==> config.mk <==
export PLATFORM = sky130hd
export DESIGN_NAME = door_keypad_encoder_flat
export DESIGN_NICKNAME = d
export VERILOG_FILES = /design/src/rtl/door_keypad_if.sv /design/src/rtl/door_keypad_encoder.sv /design/src/flat_wrapper.sv
export SDC_FILE = /design/constraint.sdc
export NUM_CORES = 1
export LEC_CHECK = 0
export ABC_AREA = 1
export BUFFER_PORTS_ARGS = -buffer_cell sky130_fd_sc_hd__buf_2
export CAP_MARGIN = 15
export CORE_ASPECT_RATIO = 1.75
export CORE_MARGIN = 1.5
export CORE_UTILIZATION = 40
export DETAILED_ROUTE_END_ITERATION = 10
export PLACE_DENSITY = 0.65
export SETUP_SLACK_MARGIN = 0.2
export SYNTH_ARGS = -nofsm -noshare
export SYNTH_HDL_FRONTEND = slang
export SYNTH_SLANG_ARGS = --single-unit
==> constraint.sdc <==
create_clock -name clk -period 3.6 [get_ports clk]
set_input_delay 0.54 -clock clk [delete_from_list [all_inputs] [get_ports clk]]
set_output_delay 0.54 -clock clk [all_outputs]
set_load 0.05 [all_outputs]
==> src/rtl/door_keypad_if.sv <==
// door_keypad_if: bundles the keypad encoder's key inputs and code outputs.
//   keys      : raw asynchronous active-high key lines (master -> slave)
//   btn       : emitted 4-bit key code, 0 between codes (slave -> master)
//   btn_valid : high exactly while btn is non-zero (slave -> master)
//   busy      : high whenever the encoder is not idle (slave -> master)
interface door_keypad_if;
  logic [3:0] keys;
  logic [3:0] btn;
  logic       btn_valid;
  logic       busy;

  modport master (output keys, input btn, input btn_valid, input busy);
  modport slave  (input keys, output btn, output btn_valid, output busy);
endinterface

==> src/rtl/door_keypad_encoder.sv <==
// door_keypad_encoder: synchronizes and debounces four raw keypad lines and
// emits each settled non-zero pattern as a fixed-length code on btn, then
// waits for full key release before accepting the next press.
//   clk   : only clock, rising edge
//   reset : asynchronous active-high reset
//   kp    : door_keypad_if.slave (keys in; btn, btn_valid, busy out)
// Parameters: DEBOUNCE (stable cycles), PULSE_LEN (code hold cycles),
//   REPEAT (auto-repeat hold cycles, only with DOOR_KEYPAD_REPEAT_EN).
// Optional feature macro: DOOR_KEYPAD_REPEAT_EN enables auto-repeat of a
//   held key from RELEASE; without it a hold yields a single emission.
module door_keypad_encoder #(
  parameter int unsigned DEBOUNCE  = 4,
  parameter int unsigned PULSE_LEN = 10,
  parameter int unsigned REPEAT    = 50
) (
  input logic          clk,
  input logic          reset,
  door_keypad_if.slave kp
);

  localparam int unsigned CW = 8;

  typedef enum logic [1:0] {
    S_IDLE    = 2'd0,
    S_EMIT    = 2'd1,
    S_RELEASE = 2'd2
  } state_e;

  state_e        state_q;
  logic [3:0]    sync1_q;
  logic [3:0]    ks_q;
  logic [3:0]    code_q;
  logic [3:0]    btn_q;
  logic          btn_valid_q;
  logic          busy_q;
  logic [CW-1:0] stab_q;
  logic [CW-1:0] stab_d;
  logic [CW-1:0] pulse_q;
  logic          stable_c;

`ifdef DOOR_KEYPAD_REPEAT_EN
  logic [CW-1:0] rep_q;
`else
  logic unused_repeat;
  assign unused_repeat = ^CW'(REPEAT);
`endif

  // Saturating stability counter: restarts whenever the synchronized value moves.
  always_comb begin
    stab_d = stab_q;
    if (sync1_q != ks_q) begin
      stab_d = '0;
    end else if (stab_q != '1) begin
      stab_d = stab_q + CW'(1);
    end
  end

  assign stable_c = (stab_q >= CW'(DEBOUNCE));

  // Synchronizer, debounce counter and emit/release FSM with registered outputs.
  always_ff @(posedge clk or posedge reset) begin
    if (reset) begin
      state_q     <= S_IDLE;
      sync1_q     <= '0;
      ks_q        <= '0;
      stab_q      <= '0;
      code_q      <= '0;
      pulse_q     <= '0;
      btn_q       <= '0;
      btn_valid_q <= 1'b0;
      busy_q      <= 1'b0;
`ifdef DOOR_KEYPAD_REPEAT_EN
      rep_q       <= '0;
`endif
    end else begin
      sync1_q <= kp.keys;
      ks_q    <= sync1_q;
      stab_q  <= stab_d;
      case (state_q)
        S_IDLE: begin
          if ((ks_q != 4'd0) && stable_c) begin
            state_q     <= S_EMIT;
            code_q      <= ks_q;
            btn_q       <= ks_q;
            btn_valid_q <= 1'b1;
            busy_q      <= 1'b1;
            pulse_q     <= CW'(PULSE_LEN - 1);
          end
        end
        S_EMIT: begin
          // Latched code is held regardless of key activity.
          if (pulse_q == '0) begin
            state_q     <= S_RELEASE;
            btn_q       <= '0;
            btn_valid_q <= 1'b0;
`ifdef DOOR_KEYPAD_REPEAT_EN
            rep_q       <= '0;
`endif
          end else begin
            pulse_q <= pulse_q - CW'(1);
            btn_q   <= code_q;
          end
        end
        S_RELEASE: begin
          // Only a stable all-zero pattern re-arms; rollover patterns are ignored.
          if ((ks_q == 4'd0) && stable_c) begin
            state_q <= S_IDLE;
            busy_q  <= 1'b0;
          end
`ifdef DOOR_KEYPAD_REPEAT_EN
          else if (ks_q == code_q) begin
            if (rep_q == CW'(REPEAT - 1)) begin
              state_q     <= S_EMIT;
              btn_q       <= code_q;
              btn_valid_q <= 1'b1;
              pulse_q     <= CW'(PULSE_LEN - 1);
            end else begin
              rep_q <= rep_q + CW'(1);
            end
          end else begin
            rep_q <= '0;
          end
`endif
        end
        default: begin
          state_q     <= S_IDLE;
          btn_q       <= '0;
          btn_valid_q <= 1'b0;
          busy_q      <= 1'b0;
        end
      endcase
    end
  end

  assign kp.btn       = btn_q;
  assign kp.btn_valid = btn_valid_q;
  assign kp.busy      = busy_q;

endmodule

==> src/flat_wrapper.sv <==
// flat-port wrapper written by rule: the top's interface ports become plain ports
module door_keypad_encoder_flat 
#(
  parameter int unsigned DEBOUNCE  = 4,
  parameter int unsigned PULSE_LEN = 10,
  parameter int unsigned REPEAT    = 50
)
  (clk, reset, kp_keys, kp_btn, kp_btn_valid, kp_busy);
  door_keypad_if kp_i ();
  input logic clk;
  input logic reset;
  input wire logic [$bits(kp_i.keys)-1:0] kp_keys;
  output wire logic [$bits(kp_i.btn)-1:0] kp_btn;
  output wire logic [$bits(kp_i.btn_valid)-1:0] kp_btn_valid;
  output wire logic [$bits(kp_i.busy)-1:0] kp_busy;
  assign kp_i.keys = kp_keys;
  assign kp_btn = kp_i.btn;
  assign kp_btn_valid = kp_i.btn_valid;
  assign kp_busy = kp_i.busy;
  door_keypad_encoder #(.DEBOUNCE(DEBOUNCE), .PULSE_LEN(PULSE_LEN), .REPEAT(REPEAT)) u_core (.clk(clk), .reset(reset), .kp(kp_i));
endmodule
---- After elaboration in Yosys (flattened, before gate mapping) ----
Index checks and enable logic that the tools add are counted.
word-level totals
  bits in registers ....................... 36
  bits in latches ......................... 0
  RAM bits ................................ 0
  memory bits (read-only) ................. 0
  output and inout port bits .............. 6
  logic and storage cells ................. 53
  memories kept ........................... 0
operators by class
  add/sub/neg operators ................... 2
  multiply operators ...................... 0
  div/mod/pow operators ................... 0
  $lt $le $gt $ge ......................... 1
  equal/unequal tests ..................... 8
  shifts and indexed selects .............. 0
  multiplexer cells ....................... 17
  bitwise gates (word level) .............. 2
  reductions and logical operators ........ 14
operator list
  kind                                                    count
  2-to-1 mux 8 bit                                        4
  one-hot mux 8 bit (2 select lines)                      1
  one-hot mux 4 bit (3 select lines)                      1
  AND reduction 3 bit                                     4
  adder 8 x 1 -> 8 bit (second input constant)            1
  >= comparator 8 x 3 -> 1 bit (second input constant)    1
  logical NOT 8 bit                                       1
  2-to-1 mux 4 bit                                        2
  inequality test 8 bit (second input constant)           1
  subtractor 8 x 1 -> 8 bit (second input constant)       1
  2-to-1 mux 2 bit                                        3
  inequality test 2 x 1 -> 1 bit (second input constant)  3
  one-hot mux 1 bit (3 select lines)                      2
  one-hot mux 2 bit (3 select lines)                      1
  logical NOT 4 bit                                       1
  inequality test 4 bit                                   1
  AND reduction 2 bit                                     2
  nonzero test 2 bit                                      2
  nonzero test 4 bit                                      1
  2-to-1 mux 1 bit                                        3
  == test 2 x 1 -> 1 bit (second input constant)          1
  == test 2 bit (second input constant)                   1
  logical AND 1 bit                                       2
  logical NOT 2 bit                                       1
  other kinds (2)                                         3

---- Depth between registers and ports, before layout ----
  depth in word-level cells ............... 4
  mapped depth ............................ 9
  depth with buffers taken out ............ 9

---- Worst setup path before layout ----
No wires, ideal clock.
  path type ............................... reg-to-reg
  start point ............................. reg u_core.pulse_q[0]
  end point ............................... reg u_core.btn_valid_q (netlist: u_core.kp.btn_valid)
  data arrival time ....................... 1.196 ns
  required time ........................... 3.480 ns
  path slack .............................. 2.285 ns
  stages on the path, launching flop included .. 8
  clock period less this slack ............ 1.315 ns
  cells stage by stage .................... dfrtp_1 -> inv_1 -> ha_1 -> nand3_1 -> nor2_1 -> nor2_4 -> o21ai_0 -> inv_1
on the way
  longest elaborated chain between the ends .. 3
ends and longest elaborated chain
  what                                             RTL line                    RTL
  start, declared                                  door_keypad_encoder.sv:38   logic [CW-1:0] pulse_q;
  start signal, assigned                           door_keypad_encoder.sv:87   pulse_q <= CW'(PULSE_LEN - 1);
  start signal, assigned                           door_keypad_encoder.sv:100  pulse_q <= pulse_q - CW'(1);
  logical NOT 8 bit                                door_keypad_encoder.sv:92   if (pulse_q == '0) begin
  inequality test 2 x 1 -> 1 bit (no source line)  -
  AND reduction 3 bit (no source line)             -
  end signal, assigned                             door_keypad_encoder.sv:85   btn_valid_q <= 1'b1;
  end signal, assigned                             door_keypad_encoder.sv:95   btn_valid_q <= 1'b0;
  end signal, assigned                             door_keypad_encoder.sv:128  btn_valid_q <= 1'b0;
  end, declared                                    door_keypad_encoder.sv:34   logic btn_valid_q;
Every way passes these cells.
A chain may end at the register's enable or synchronous reset.

---- Worst setup path in the final report ----
  start point ............................. reg u_core.pulse_q[0]
  end point ............................... reg u_core.btn_q[2] (netlist: u_core.kp.btn[2])
on the way
  longest elaborated chain between the ends .. 3
ends and longest elaborated chain
  what                                RTL line                    RTL
  logical NOT 8 bit                   door_keypad_encoder.sv:92
  2-to-1 mux 4 bit                    door_keypad_encoder.sv:92
  one-hot mux 4 bit (3 select lines)  door_keypad_encoder.sv:79   case (state_q)
  end signal, assigned                door_keypad_encoder.sv:84   btn_q <= ks_q;
  end signal, assigned                door_keypad_encoder.sv:101  btn_q <= code_q;
  end, declared                       door_keypad_encoder.sv:33   logic [3:0] btn_q;
Every way passes these cells.

==> impl_metrics.json <==
{
  "worstMarginPinSlew_ns": 0.439,
  "mostFrequentLayoutCell": "nand2_1",
  "yosysSeqAreaShare": 0.510,
  "yosysUniqueCellTypes": 21,
  "clock_power_share": 0.396,
  "r2r_setup_slack_ns": 2.04,
  "ir_worst_vdd_uv": 259,
  "timing.rr.start": "u_core.pulse_q[0]$_DFFE_PP0P_",
  "switchingPower_uw": 159,
  "portBuffers": 11,
  "maxSlewHeadroom": 0.707,
  "clk_path_buf_depth": 2,
  "rsz0062_at_grt": "no",
  "clock-sinks": 36,
  "drive_gt1_frac": 0.126,
  "syn_nets": 230,
  "numCtsBuffers": 5,
  "grt_max_degree": 37,
  "p_seq_frac": 0.568,
  "fin_crit_sh": 0.432,
  "clockRootBuffer": "clkbuf_8",
  "drc": 0,
  "wl_mm": 3.52,
  "final_max_slew_viol_count": 0,
  "drtAntennaViolNets": 0,
  "first_iter_violations": 28,
  "dp_slack_ns": 2.04,
  "cts_hold_buf": 0,
  "fmax_ghz": 0.643,
  "initial_utilization": 0.422,
  "cellPowerDensity_mw_per_mm2": 369,
  "dieArea_sq_mm": 0.00484,
  "final_cell_mix": "nand2_1, dfrtp_1, nor2_1, inv_1, nand3_1",
  "reg2reg_depth": 9,
  "crit_chain": "inv_1 -> ha_1 -> nand3_1 -> nor2_1 -> nor2_4 -> nand2_1 -> nand2_1 -> nand2_1 -> nand2_1",
  "clock_latency_ns": 0.29,
  "crit_buf_inv": 1,
  "power.total_uw": 729,
  "row_count": 31,
  "viasPerCell": 4.96,
  "timing.critical_path.mode_cell": "nand2_1",
  "worstSetupStartpointType": "register",
  "dp_hpwl_mm": 2.72,
  "clk_pin_slew_ns": 0.07,
  "leakagePower_uw": 0.00108,
  "chipHeight_um": 90.9,
  "skew_ns": 0.00850,
  "maxCapViolations": 0,
  "tns_ns": 0,
  "cp.required_ns": 3.78,
  "critPathArrivalTime_ns": 1.74,
  "grt_pass1_vias": 1486,
  "antenna_found_initial": 0,
  "hold_viol": 0,
  "antenna-diode-count": 0,
  "grt_pass1_wl_mm": 6.22,
  "post-route-util": 0.473,
  "postCtsSetupBuffers": 0,
  "yosysWarnings": 0,
  "min_path_type": "input pin to asynchronous set/reset pin",
  "syn2layout_area_growth_pct": 12.0,
  "io_pins": 12,
  "synth.avg_cell_area_sq_um": 8.04,
  "coreArea_sq_mm": 0.00419,
  "drt_first_pass_iters": 4,
  "n_fill_cell": 446,
  "netlist_instances": 220,
  "p_int_uw": 570,
  "vias": 1429,
  "status": "finished, final reports clean",
  "cts_tree": "built",
  "cts_resized": 0,
  "r2r_end": "u_core.kp.btn[2]$_DFFE_PP0P_",
  "nets": 248,
  "hold_slack_ns": 0.331,
  "gp_congestion": 0.800,
  "path_class": "register to register",
  "setup_viol": 0,
  "grt_remaining_overflow": 0,
  "critPathMaxFanout": 6,
  "cpPeakStageDelay_ns": 0.38,
  "wl_per_cell_um": 12.2,
  "netlist_area_sq_mm": 0.00177,
  "p_sw_frac": 0.218,
  "layout_min_cycle_time_ns": 1.56,
  "fp.dieW_um": 53.3,
  "power_frac_comb": 0.035,
  "cp_top_family": "simple AND/OR/NAND/NOR gates",
  "cpMaxStageDelayCell": "dfrtp_1",
  "postLayoutSetupSlackWorst_ns": 2.04,
  "endpoint_kind": "register",
  "htree_levels": 2,
  "track_usage": 0.175,
  "synth-seq-cells": 36
}
-- registers in the layout, summed over array words and instances (netlist names) --
signal / flops
u_core.stab_q: 8
u_core.pulse_q: 8
u_core.ks_q: 4
u_core.sync1_q: 4
u_core.code_q: 4
u_core.state_q: 2
u_core.kp.btn_valid: 1
u_core.kp.btn: 4
u_core.kp.busy: 1
-- layout make-up --
| type | instances | area [sq um] | area share |
|---|---|---|---|
| Multi-Input combinational cell | 160 | 773 | 0.391 |
| Sequential cell | 36 | 901 | 0.455 |
| Timing Repair Buffer | 12 | 62.6 | 0.0316 |
| Inverter | 23 | 88.8 | 0.0449 |
| Clock buffer | 6 | 82.6 | 0.0417 |
| Tap cell | 49 | 61.3 | 0.0310 |
| Clock inverter | 2 | 10.0 | 0.00506 |
-- how the worst max path moves through the flow --
stage	from	end	cells after the start
after global routing	u_core.pulse_q[0]$_DFFE_PP0P_	u_core.kp.btn[2]$_DFFE_PP0P_	9
final	u_core.pulse_q[0]$_DFFE_PP0P_	u_core.kp.btn[2]$_DFFE_PP0P_	9
after floorplan	reset	u_core.code_q[0]$_DFFE_PP0P_	1
after detailed placement	u_core.pulse_q[0]$_DFFE_PP0P_	u_core.kp.btn[2]$_DFFE_PP0P_	9
after CTS	u_core.pulse_q[0]$_DFFE_PP0P_	u_core.kp.btn[2]$_DFFE_PP0P_	9
after global placement	u_core.pulse_q[0]$_DFFE_PP0P_	u_core.kp.btn[0]$_DFFE_PP0P_	9
-- per-stage QoR --
stage | cell area (sq um) | cells
detailed placement | 1890 | 280
global route | 1980 | 288
floorplan | 1770 | 220
finish | 1980 | 288
global placement | 1890 | 280
CTS | 1980 | 288
-- power groups by stage --
| stage | combinational [uW] | sequential, uW | clock, uW |
|---|---|---|---|
| 5_1_grt | 31.2 | 415 | 315 |
| 2_1_floorplan | 17.7 | 422 | 0 |
| 4_1_cts | 26.9 | 414 | 302 |
| 6_report | 25.8 | 415 | 289 |
| 3_5_place_dp | 26.8 | 422 | 0 |
| 3_3_place_gp | 26.7 | 422 | 0 |
-- cells in the mapped netlist --
library cell | count | area share
nand2_1 | 67 | 0.14
dfrtp_1 | 36 | 0.51
nor2_1 | 34 | 0.072
inv_1 | 19 | 0.040
nand3_1 | 14 | 0.040
xor2_1 | 8 | 0.040
o21ai_0 | 7 | 0.020
nand4_1 | 6 | 0.021
nor3_1 | 6 | 0.017
ha_1 | 4 | 0.028
o21ai_1 | 4 | 0.011
a21oi_1 | 3 | 0.0085
inv_2 | 3 | 0.0064
nor2_4 | 2 | 0.013
buf_2 | 1 | 0.0028
inv_4 | 1 | 0.0035
nand2_4 | 1 | 0.0064
nand3_2 | 1 | 0.0057
nor2_2 | 1 | 0.0035
o21ai_2 | 1 | 0.0050
o21bai_1 | 1 | 0.0042
-- worst reg2reg max path, delay by kind of cell, from the launching register on --
family,cells,cell delay [ns]
flops,1,0.38
fa+ha+maj,1,0.18
buf+inv,1,0.18
simple gates,7,0.70
-- cells by family (layout without fill, tap and decap cells) --
family	after synthesis	in the layout	share of synthesized area
DFF	36	36	0.510
adders and majority gates	4	4	0.0283
buffers and inverters	24	43	0.0531
and+or+nand+nor	132	132	0.321
xor gates and xnor gates	8	8	0.0396
AOI/OAI and AO/OA	16	16	0.0488
-- per-layer routing --
metal  vias to the layer above  global-route usage  part of all wire
li1                        729                   -                 -
met1                       669               0.182              0.38
met2                        20               0.303              0.56
met3                        11              0.0428             0.026
met4                         0              0.0940             0.032
met5                         -                   0                 0
(Power assumes the default switching activity.)
